### src/rtl/serial_target.sv
// serial_target: oversampling serial-bus target with device-address match and a DEPTH-word register file.
// Optional ACK bit slot after the index field, enabled by defining SERIAL_TARGET_ACK_EN.
module serial_target #(
  parameter int                ADDR_W   = 7,
  parameter logic [ADDR_W-1:0] DEV_ADDR = 7'h2A,
  parameter int                DATA_W   = 8,
  parameter int                DEPTH    = 4,
  localparam int               IDX_W    = (DEPTH > 1) ? $clog2(DEPTH) : 1
) (
  input  logic              CLK,
  input  logic              RST,
  input  logic              SEL,
  input  logic              SCK,
  input  logic              RX,
  output logic              TX,
  output logic              TX_EN,
  input  logic              LW_EN,
  input  logic [IDX_W-1:0]  LW_IDX,
  input  logic [DATA_W-1:0] LW_DATA,
  output logic              WR_STB,
  output logic [IDX_W-1:0]  WR_IDX,
  output logic [DATA_W-1:0] WR_DATA,
  output logic              BUSY
);

  localparam int MAX_W = (ADDR_W > DATA_W) ? ((ADDR_W > IDX_W) ? ADDR_W : IDX_W)
                                           : ((DATA_W > IDX_W) ? DATA_W : IDX_W);
  localparam int               CNT_W   = $clog2(MAX_W + 1);
  localparam logic [IDX_W:0]   DEPTH_L = (IDX_W + 1)'(DEPTH);

  typedef enum logic [2:0] {
    S_IDLE, S_ADDR, S_CMD, S_IDX, S_ACK, S_DATA, S_DONE, S_IGNORE
  } state_t;

  logic [1:0]        r_sel_s, r_sck_s, r_rx_s;
  logic              r_sel_prev, r_sck_prev;
  state_t            r_state, w_state_nxt;
  logic [CNT_W-1:0]  r_cnt, w_cnt_nxt;
  logic [ADDR_W-1:0] r_addr, w_addr_nxt, w_addr_sh;
  logic              r_rw, w_rw_nxt;
  logic [IDX_W-1:0]  r_idx, w_idx_nxt, w_idx_sh, w_rd_idx;
  logic [DATA_W-1:0] r_data, w_data_nxt, w_data_sh;
  logic [DATA_W-1:0] r_tx_sh, w_tx_sh_nxt, w_rd_word;
  logic              r_tx, w_tx_nxt, r_tx_en, w_tx_en_nxt;
  logic              r_wr_stb, w_wr_fire, w_wr_ok, w_lw_ok, w_rd_ok;
  logic [IDX_W-1:0]  r_wr_idx;
  logic [DATA_W-1:0] r_wr_data;
  logic              r_busy;
  logic [DATA_W-1:0] r_regs [DEPTH];

  logic w_sel, w_sel_rise, w_rise, w_fall, w_rx;

  // SEL sync resets high so a frame already in progress at reset release cannot fake a rise.
  always_ff @(posedge CLK) begin
    if (RST) begin
      r_sel_s    <= 2'b11;
      r_sel_prev <= 1'b1;
      r_sck_s    <= '0;
      r_sck_prev <= 1'b0;
      r_rx_s     <= '0;
    end else begin
      // NOTE: non-blocking assignments keep each flop stage sampling the previous stage's old value.
      r_sel_s    <= {r_sel_s[0], SEL};
      r_sel_prev <= r_sel_s[1];
      r_sck_s    <= {r_sck_s[0], SCK};
      r_sck_prev <= r_sck_s[1];
      r_rx_s     <= {r_rx_s[0], RX};
    end
  end

  assign w_sel      = r_sel_s[1];
  assign w_sel_rise = w_sel & ~r_sel_prev;
  assign w_rise     = r_sck_s[1] & ~r_sck_prev;
  assign w_fall     = ~r_sck_s[1] & r_sck_prev;
  assign w_rx       = r_rx_s[1];

  assign w_addr_sh = ADDR_W'({w_rx, r_addr} >> 1);
  assign w_idx_sh  = IDX_W'({w_rx, r_idx} >> 1);
  assign w_data_sh = DATA_W'({w_rx, r_data} >> 1);

`ifdef SERIAL_TARGET_ACK_EN
  assign w_rd_idx = r_idx;
`else
  assign w_rd_idx = w_idx_sh;
`endif
  assign w_rd_ok   = ({1'b0, w_rd_idx} < DEPTH_L);
  assign w_rd_word = w_rd_ok ? r_regs[w_rd_idx] : '0;
  assign w_wr_ok   = ({1'b0, r_idx} < DEPTH_L);
  assign w_lw_ok   = ({1'b0, LW_IDX} < DEPTH_L);

  always_comb begin
    // NOTE: every output of this block gets a default first, so no path can infer a latch.
    w_state_nxt = r_state;
    w_cnt_nxt   = r_cnt;
    w_addr_nxt  = r_addr;
    w_rw_nxt    = r_rw;
    w_idx_nxt   = r_idx;
    w_data_nxt  = r_data;
    w_tx_sh_nxt = r_tx_sh;
    w_tx_nxt    = r_tx;
    w_tx_en_nxt = r_tx_en;
    w_wr_fire   = 1'b0;
    case (r_state)
      S_IDLE: if (w_sel_rise) begin
        w_state_nxt = S_ADDR;
        w_cnt_nxt   = '0;
      end
      S_ADDR: if (w_rise) begin
        w_addr_nxt = w_addr_sh;
        if (r_cnt == CNT_W'(ADDR_W - 1)) begin
          w_state_nxt = S_CMD;
          w_cnt_nxt   = '0;
        end else begin
          w_cnt_nxt = r_cnt + CNT_W'(1);
        end
      end
      S_CMD: if (w_rise) begin
        w_rw_nxt    = w_rx;
        w_state_nxt = (r_addr == DEV_ADDR) ? S_IDX : S_IGNORE;
      end
      S_IDX: if (w_rise) begin
        w_idx_nxt = w_idx_sh;
        if (r_cnt == CNT_W'(IDX_W - 1)) begin
          w_cnt_nxt = '0;
`ifdef SERIAL_TARGET_ACK_EN
          w_state_nxt = S_ACK;
`else
          w_state_nxt = S_DATA;
          w_tx_sh_nxt = w_rd_word;
          w_tx_en_nxt = r_rw;
`endif
        end else begin
          w_cnt_nxt = r_cnt + CNT_W'(1);
        end
      end
`ifdef SERIAL_TARGET_ACK_EN
      // First fall opens the ACK slot; the second closes it and launches data bit 0 on a read.
      S_ACK: if (w_fall) begin
        if (r_cnt == '0) begin
          w_tx_nxt    = 1'b0;
          w_tx_en_nxt = 1'b1;
          w_cnt_nxt   = CNT_W'(1);
        end else begin
          w_state_nxt = S_DATA;
          w_cnt_nxt   = '0;
          if (r_rw) begin
            w_tx_nxt    = w_rd_word[0];
            w_tx_sh_nxt = w_rd_word >> 1;
            w_tx_en_nxt = 1'b1;
          end else begin
            w_tx_nxt    = 1'b1;
            w_tx_en_nxt = 1'b0;
          end
        end
      end
`endif
      S_DATA: begin
        if (w_fall && r_rw) begin
          w_tx_nxt    = r_tx_sh[0];
          w_tx_sh_nxt = r_tx_sh >> 1;
        end
        if (w_rise) begin
          w_data_nxt = w_data_sh;
          if (r_cnt == CNT_W'(DATA_W - 1)) begin
            w_state_nxt = S_DONE;
            w_tx_nxt    = 1'b1;
            w_tx_en_nxt = 1'b0;
            w_wr_fire   = ~r_rw;
          end else begin
            w_cnt_nxt = r_cnt + CNT_W'(1);
          end
        end
      end
      S_DONE, S_IGNORE: ;
      default: w_state_nxt = S_IDLE;
    endcase
    if (!w_sel) begin
      w_state_nxt = S_IDLE;
      w_tx_nxt    = 1'b1;
      w_tx_en_nxt = 1'b0;
      w_wr_fire   = 1'b0;
    end
  end

  always_ff @(posedge CLK) begin
    if (RST) begin
      r_state   <= S_IDLE;
      r_cnt     <= '0;
      r_addr    <= '0;
      r_rw      <= 1'b0;
      r_idx     <= '0;
      r_data    <= '0;
      r_tx_sh   <= '0;
      r_tx      <= 1'b1;
      r_tx_en   <= 1'b0;
      r_wr_stb  <= 1'b0;
      r_wr_idx  <= '0;
      r_wr_data <= '0;
      r_busy    <= 1'b0;
    end else begin
      r_state  <= w_state_nxt;
      r_cnt    <= w_cnt_nxt;
      r_addr   <= w_addr_nxt;
      r_rw     <= w_rw_nxt;
      r_idx    <= w_idx_nxt;
      r_data   <= w_data_nxt;
      r_tx_sh  <= w_tx_sh_nxt;
      r_tx     <= w_tx_nxt;
      r_tx_en  <= w_tx_en_nxt;
      r_wr_stb <= w_wr_fire;
      r_busy   <= (w_state_nxt != S_IDLE);
      if (w_wr_fire) begin
        r_wr_idx  <= r_idx;
        r_wr_data <= w_data_sh;
      end
    end
  end

  // NOTE: the register file is reset because software expects reads of never-written entries to return 0.
  always_ff @(posedge CLK) begin
    if (RST) begin
      for (int i = 0; i < DEPTH; i++) r_regs[i] <= '0;
    end else begin
      if (LW_EN && w_lw_ok) r_regs[LW_IDX] <= LW_DATA;
      // Placed after the local write so a same-index serial write takes priority.
      if (w_wr_fire && w_wr_ok) r_regs[r_idx] <= w_data_sh;
    end
  end

  assign TX      = r_tx;
  assign TX_EN   = r_tx_en;
  assign WR_STB  = r_wr_stb;
  assign WR_IDX  = r_wr_idx;
  assign WR_DATA = r_wr_data;
  assign BUSY    = r_busy;

endmodule

### config.mk
export PLATFORM = sky130hd
export DESIGN_NAME = serial_target
export DESIGN_NICKNAME = d
export VERILOG_FILES = /design/src/rtl/serial_target.sv
export SDC_FILE = /design/constraint.sdc
export NUM_CORES = 1
export LEC_CHECK = 0
export CAP_MARGIN = 20
export CORE_MARGIN = 3
export CORE_UTILIZATION = 50
export DETAILED_ROUTE_END_ITERATION = 10
export PLACE_DENSITY = 0.7
export SLEW_MARGIN = 40
export SYNTH_ARGS = -nofsm -noshare
export SYNTH_HDL_FRONTEND = slang
export SYNTH_SLANG_ARGS = --single-unit
### constraint.sdc
create_clock -name CLK -period 3 [get_ports CLK]
set_input_delay 0.45 -clock CLK [delete_from_list [all_inputs] [get_ports CLK]]
set_output_delay 0.45 -clock CLK [all_outputs]
set_load 0.05 [all_outputs]
# Word level (Yosys, flattened, before mapping)
# Memories as Yosys holds them, arrays and structs flattened.
# Cells that the tools add are included.
[op_classes]
n_addsub = 1
n_eq_ne = 18
mux = 49
n_bitwise = 8
n_reduce_logical = 16
[ops]
columns = ["op", "n"]
rows = [
  ["two-way mux 8 bit", 5],
  ["two-way mux 3 bit", 10],
  ["two-way mux 4 bit", 7],
  ["two-way mux 1 bit", 21],
  ["one-hot mux 3 bit (6 select lines)", 1],
  ["!= test 2 bit, second input constant", 8],
  ["one-hot mux 4 bit (4 select lines)", 1],
  ["one-hot mux 8 bit (2 select lines)", 1],
  ["OR reduction 8 bit", 2],
  ["== test 3 bit, second input constant", 3],
  ["== test 4 x 3 -> 1 bit, second input constant", 2],
  ["AND reduction 2 bit", 4],
  ["== test 7 x 6 -> 1 bit, second input constant", 1],
  ["== test 3 x 2 -> 1 bit, second input constant", 2],
  ["AND reduction 6 bit", 1],
  ["NOT 1 bit", 5],
  ["AND reduction 5 bit", 1],
  ["adder 4 x 1 -> 4 bit, second input constant", 1],
  ["== test 4 x 1 -> 1 bit, second input constant", 1],
  ["two-way mux 2 bit", 2],
  ["AND reduction 4 bit", 1],
  ["nonzero test 4 bit", 1],
  ["OR reduction 2 bit", 2],
  ["bitwise AND 1 bit", 3],
  ["6 further kinds", 6],
]
[totals]
reg_bits = 55
ram_bits = 32
in_bits = 16
out_inout_bits = 14
wordCells = 111
memories = 1
[memory_table]
columns = ["memory", "words", "width", "read_ports", "rd_clocked_by_memory_dff", "wr", "line_no", "source"]
rows = [
  ["r_regs", 4, 8, 1, 0, 4, "49", "logic [DATA_W-1:0] r_regs [DEPTH];"],
]

# Logic depth before layout (Yosys ltp)
[logic_depth]
word_depth = 10
ltp_mapped = 7
ltp_nobuf = 6

# Least setup slack after synthesis
# Ideal clock, no wire load.
[synth_path]
kind = "reg2reg"
start = "register r_cnt[0]"
end = "memory r_regs[1][0] (enable)"
arrival_time_ns = 1.730
required_ns = 2.672
path_slack_ns = 0.942
path_stages_with_launch = 7
path_buffers = 1
synth_period_minus_slack_ns = 2.058
cell_sequence = "dfxtp_1 > ha_1 > nand3b_1 > nor4_4 > and4bb_1 > buf_4 > or3_1"
[synth_rtl]
columns = ["element", "line_no", "source"]
rows = [
  ["start, declared", "38", "logic [CNT_W-1:0] r_cnt, w_cnt_nxt;"],
  ["start signal, assigned", "202", "r_cnt <= w_cnt_nxt;"],
  ["end, declared", "49", ""],
]

==> summary by stage <==
Setup path
The biggest fanout along the worst timing path is 14. The endpoint of the worst-slack reg-to-reg timing path is r_regs[0][4]. The worst register-to-register path begins at r_state[2]. The worst setup path is launched from a flop. The setup path with the least slack is of type flop to flop. Walking the worst path, the cells encountered are nand2b_1 -> nor4_4 -> buf_4 -> and2_0 -> or3_1. The worst setup path is captured at a flop.

The path depth of the worst reg2reg path is 5. On the worst path, the slowest cell contributes a delay of 0.61 ns. At the worst endpoint, the arrival time is 2.71 ns.

The required time of the critical path is 3.02 ns. The register-to-register path setup slack is 0.31 ns. On the critical path, the stage with the largest delay is an instance of dfxtp_1.

Yosys
In the synthesized netlist the dominant register cell turns out to be dfxtp_1. dfxtp_1 takes more of the synthesized area than any other cell. The cell area after synthesis is 0.004166 mm². Of the post-synthesis cell area, the dominant cell type holds 25.95%. In this run the mean area of a mapped cell was 10.44 µm². The synthesized design contains 32 enable-type register cells. The share of synthesized flip-flops with an asynchronous set or reset is 0%.

By area the synthesized netlist is led by dfxtp_1 26%, edfxtp_1 23%, mux2i_1 12%, nand2_1 4.5%, mux4_2 4.3%. The synthesized netlist net count is 418. For this run, the register share of the synthesized area comes to 49.01%. Counting flops and latches in the post-synthesis netlist gives 86. The count of distinct cell types in the synthesized netlist is 50. In the synthesized netlist, the number of instances is 399.

The yosys synthesis warning count is 0.

Global routing
The number of antenna violations at the first check in global routing is 0. The first global-routing pass estimated 14940 µm of wire. For this run, the total global-route usage over all layers was measured as 19.52%. The via count of the first global-routing pass is 2980. Entering global routing, the biggest net connects 38 pins. Summed over all layers, the global routing overflow is 0.

Route
The detailed router placed 3041 vias in this run. Dividing the detail-routed wire length by the instance count gives 16.70 µm. The iteration count of the initial detailed-routing pass is 4. The number of vias per cell is 5.705. The first routing iteration left 111 violations. The total wirelength of the detailed-routed design is 8903 µm. For this run, design rule violations remaining after detail routing come to 0. Once detail routing completed, the nets flagged for antenna violations numbered 0.

Power and ir drop
Dividing total power by cell area gives a power density of 451.1 mW/mm². The sum of internal, switching and leakage power is 2.131 mW. The highest ir drop seen on vdd is 239.0 µV. The analysis attributes to cell leakage a power of 1.693 nW.

Finish
The post-route netlist has 12.06% of its cells at a drive strength greater than 1. The number of diodes is 0. The count of non-filler cells in the finished layout is 533. The growth of design area from synthesis to finish is 13.39%. At the end of the flow the core is filled with cells to 59.90%.

In the layout the commonest cells are 54 x dfxtp_1, 50 x nand2_1, 50 x mux2i_1. The most frequent standard cell in the layout excluding fill and tap cells is dfxtp_1. In the final design database the tool counted 445 nets.

Timing
For the pin with the worst max-slew slack, the measured transition is 0.7931 ns. Across the routed clock network, the largest skew measured is 0.01363 ns. The number of hold violations in the final report is 0. After layout, the worst path uses 89.70% of the clock period. Setup repair after global routing left no endpoint under its margin.

Setup slack on the critical path of the routed design comes to 0.3090 ns. The number of setup violations in the final report is 0. The post-route minimum period is 2.691 ns. Based on the critical path, the design can be clocked at up to 371.6 MHz.

The post-route setup TNS is 0 ns. The remaining max-slew budget at the tightest pin is 47.06%. The final-report max-slew violation count is 0.

Clock network
The CTS tree is yes. The number of setup buffers added after CTS is 0. The root buffer selected by CTS is clkbuf_8. The clock tree synthesis step divided the H-tree into 3 levels. The worst-case clock buffer depth is 2.

The worst-skew pair later-pin latency is 0.36 ns. The number of buffers inserted during clock tree synthesis is 9. Clock-pin slew was measured on the worst setup and hold paths at 0.09 ns.

The post-cts hold buffer count is 0. The number of clock sinks is 86. The post-cts resize count is 0.

Die
The I/O pin count is 30. The height of the chip is 97.29 µm. The area enclosed by the die boundary is 0.009464 mm². The floorplan step defined a core boundary enclosing 0.007888 mm². The row count is 32.

The initial core utilization is 52.82%. The die boundary width is 97.29 µm.

Worst hold path
The worst hold path begins at r_sel_s[0]. The capture endpoint of the worst hold path is r_sel_s[1]. The type of the worst min-delay path is flop to flop. The number of cells on the worst hold path is 1.

Flow run
The reported max-cap violation count is 0.

Placement
The quantity of I/O buffers inserted on ports is 29. The global placement routability congestion is 0.8446. The placed wire-length estimate after detailed placement is 6363 µm. At the placement stage, the worst setup path has a slack of 0.3896 ns. In this run, placement finished with an instance count of 517.

Status
The flow ran to the end, and the final reports show no timing, DRC or antenna violations.
## stage by stage
stage | instance area [µm²] | hold WS, ns
after global placement | 4539 | 0.3913
final | 4725 | 0.4220
after global routing | 4725 | 0.4509
after detailed placement | 4539 | 0.4057
after CTS | 4720 | 0.4270
after floorplan | 4167 | 0.3895
## layout make-up
class                      count  area, µm²
clock buffer                   9      123.9
clock inverter                 7      56.30
fill                         671       3163
inverter                      14      52.55
multi-input combinational    271       1924
sequential                    86       2042
tap                          102      127.6
timing repair buffer          44      397.9
## sequential cells by signal, indices dropped and copies added, names as in the netlist, 2 cells and up
signal   flops
r_tx_sh      8
r_cnt        4
r_sck_s      2
r_regs      32
r_state      3
WR_IDX       2
r_rx_s       2
r_sel_s      2
r_addr       7
r_idx        2
r_data       7
WR_DATA      8
## report_power, final
part           leakage [nW]  total (mW)  switching (mW)  internal (mW)
Clock                0.0868       0.749           0.439          0.310
Combinational         0.859       0.117          0.0647         0.0527
Sequential            0.747        1.26          0.0170           1.25
Total                  1.69        2.13           0.521           1.61
## logic make-up (layout without fill, tap and decap cells)
family | Yosys count | in the layout | synth area share [%]
buffers and inverters | 42 | 74 | 4.925
muxes | 58 | 58 | 16.34
AOI/OAI and AO/OA | 61 | 61 | 9.040
and+or+nand+nor | 149 | 149 | 19.79
adders and majority gates | 3 | 3 | 0.9010
DFF | 86 | 86 | 49.01
## synthesized netlist by cell type (2+ instances only)
| library cell | instances |
|---|---|
| dfxtp_1 | 54 |
| mux2i_1 | 50 |
| nand2_1 | 50 |
| edfxtp_1 | 32 |
| nor2_1 | 25 |
| o21ai_0 | 21 |
| a21oi_1 | 16 |
| inv_1 | 14 |
| buf_2 | 11 |
| clkbuf_1 | 11 |
| nor3_1 | 11 |
| nand3_1 | 10 |
| nand2b_1 | 9 |
| a211oi_1 | 8 |
| mux4_2 | 8 |
| nor2b_1 | 8 |
| or3_1 | 6 |
| and3b_1 | 5 |
| nand3b_1 | 5 |
| a22oi_1 | 3 |
| ha_1 | 3 |
| nor4b_1 | 3 |
| o32ai_1 | 3 |
| or2_2 | 3 |
| buf_4 | 2 |
| buf_6 | 2 |
| nor3_2 | 2 |
| nor4bb_1 | 2 |
## per-layer routing
| metal | GRT usage (%) | vias to the layer above | part of all wire, % |
|---|---|---|---|
| met2 | 33.23 | 71 | 50 |
| met3 | 4.307 | 9 | 4.4 |
| met5 | 0 | - | 0 |
| met1 | 25.59 | 1473 | 44 |
| met4 | 4.366 | 0 | 1.4 |
| li1 | - | 1488 | - |
## worst max-delay path: cells and delay by family, from the launching register on
family | cells | cell delay, ns
simple gates | 4 | 1.47
flops | 1 | 0.61
buf+inv | 1 | 0.28
## how the worst max path moves through the flow
stage          startpoint            to  slack [ns]  cells after the start
2_1_floorplan    r_cnt[0]  r_regs[1][0]        0.94                      6
3_3_place_gp   r_state[2]  r_regs[0][6]        0.55                      5
3_5_place_dp   r_state[2]  r_regs[0][2]        0.39                      5
4_1_cts        r_state[2]  r_regs[0][4]        0.35                      5
5_1_grt        r_state[2]  r_regs[0][0]        0.12                      5
6_report       r_state[2]  r_regs[0][4]        0.31                      5
Note: power is estimated with default switching activity, not from simulation.
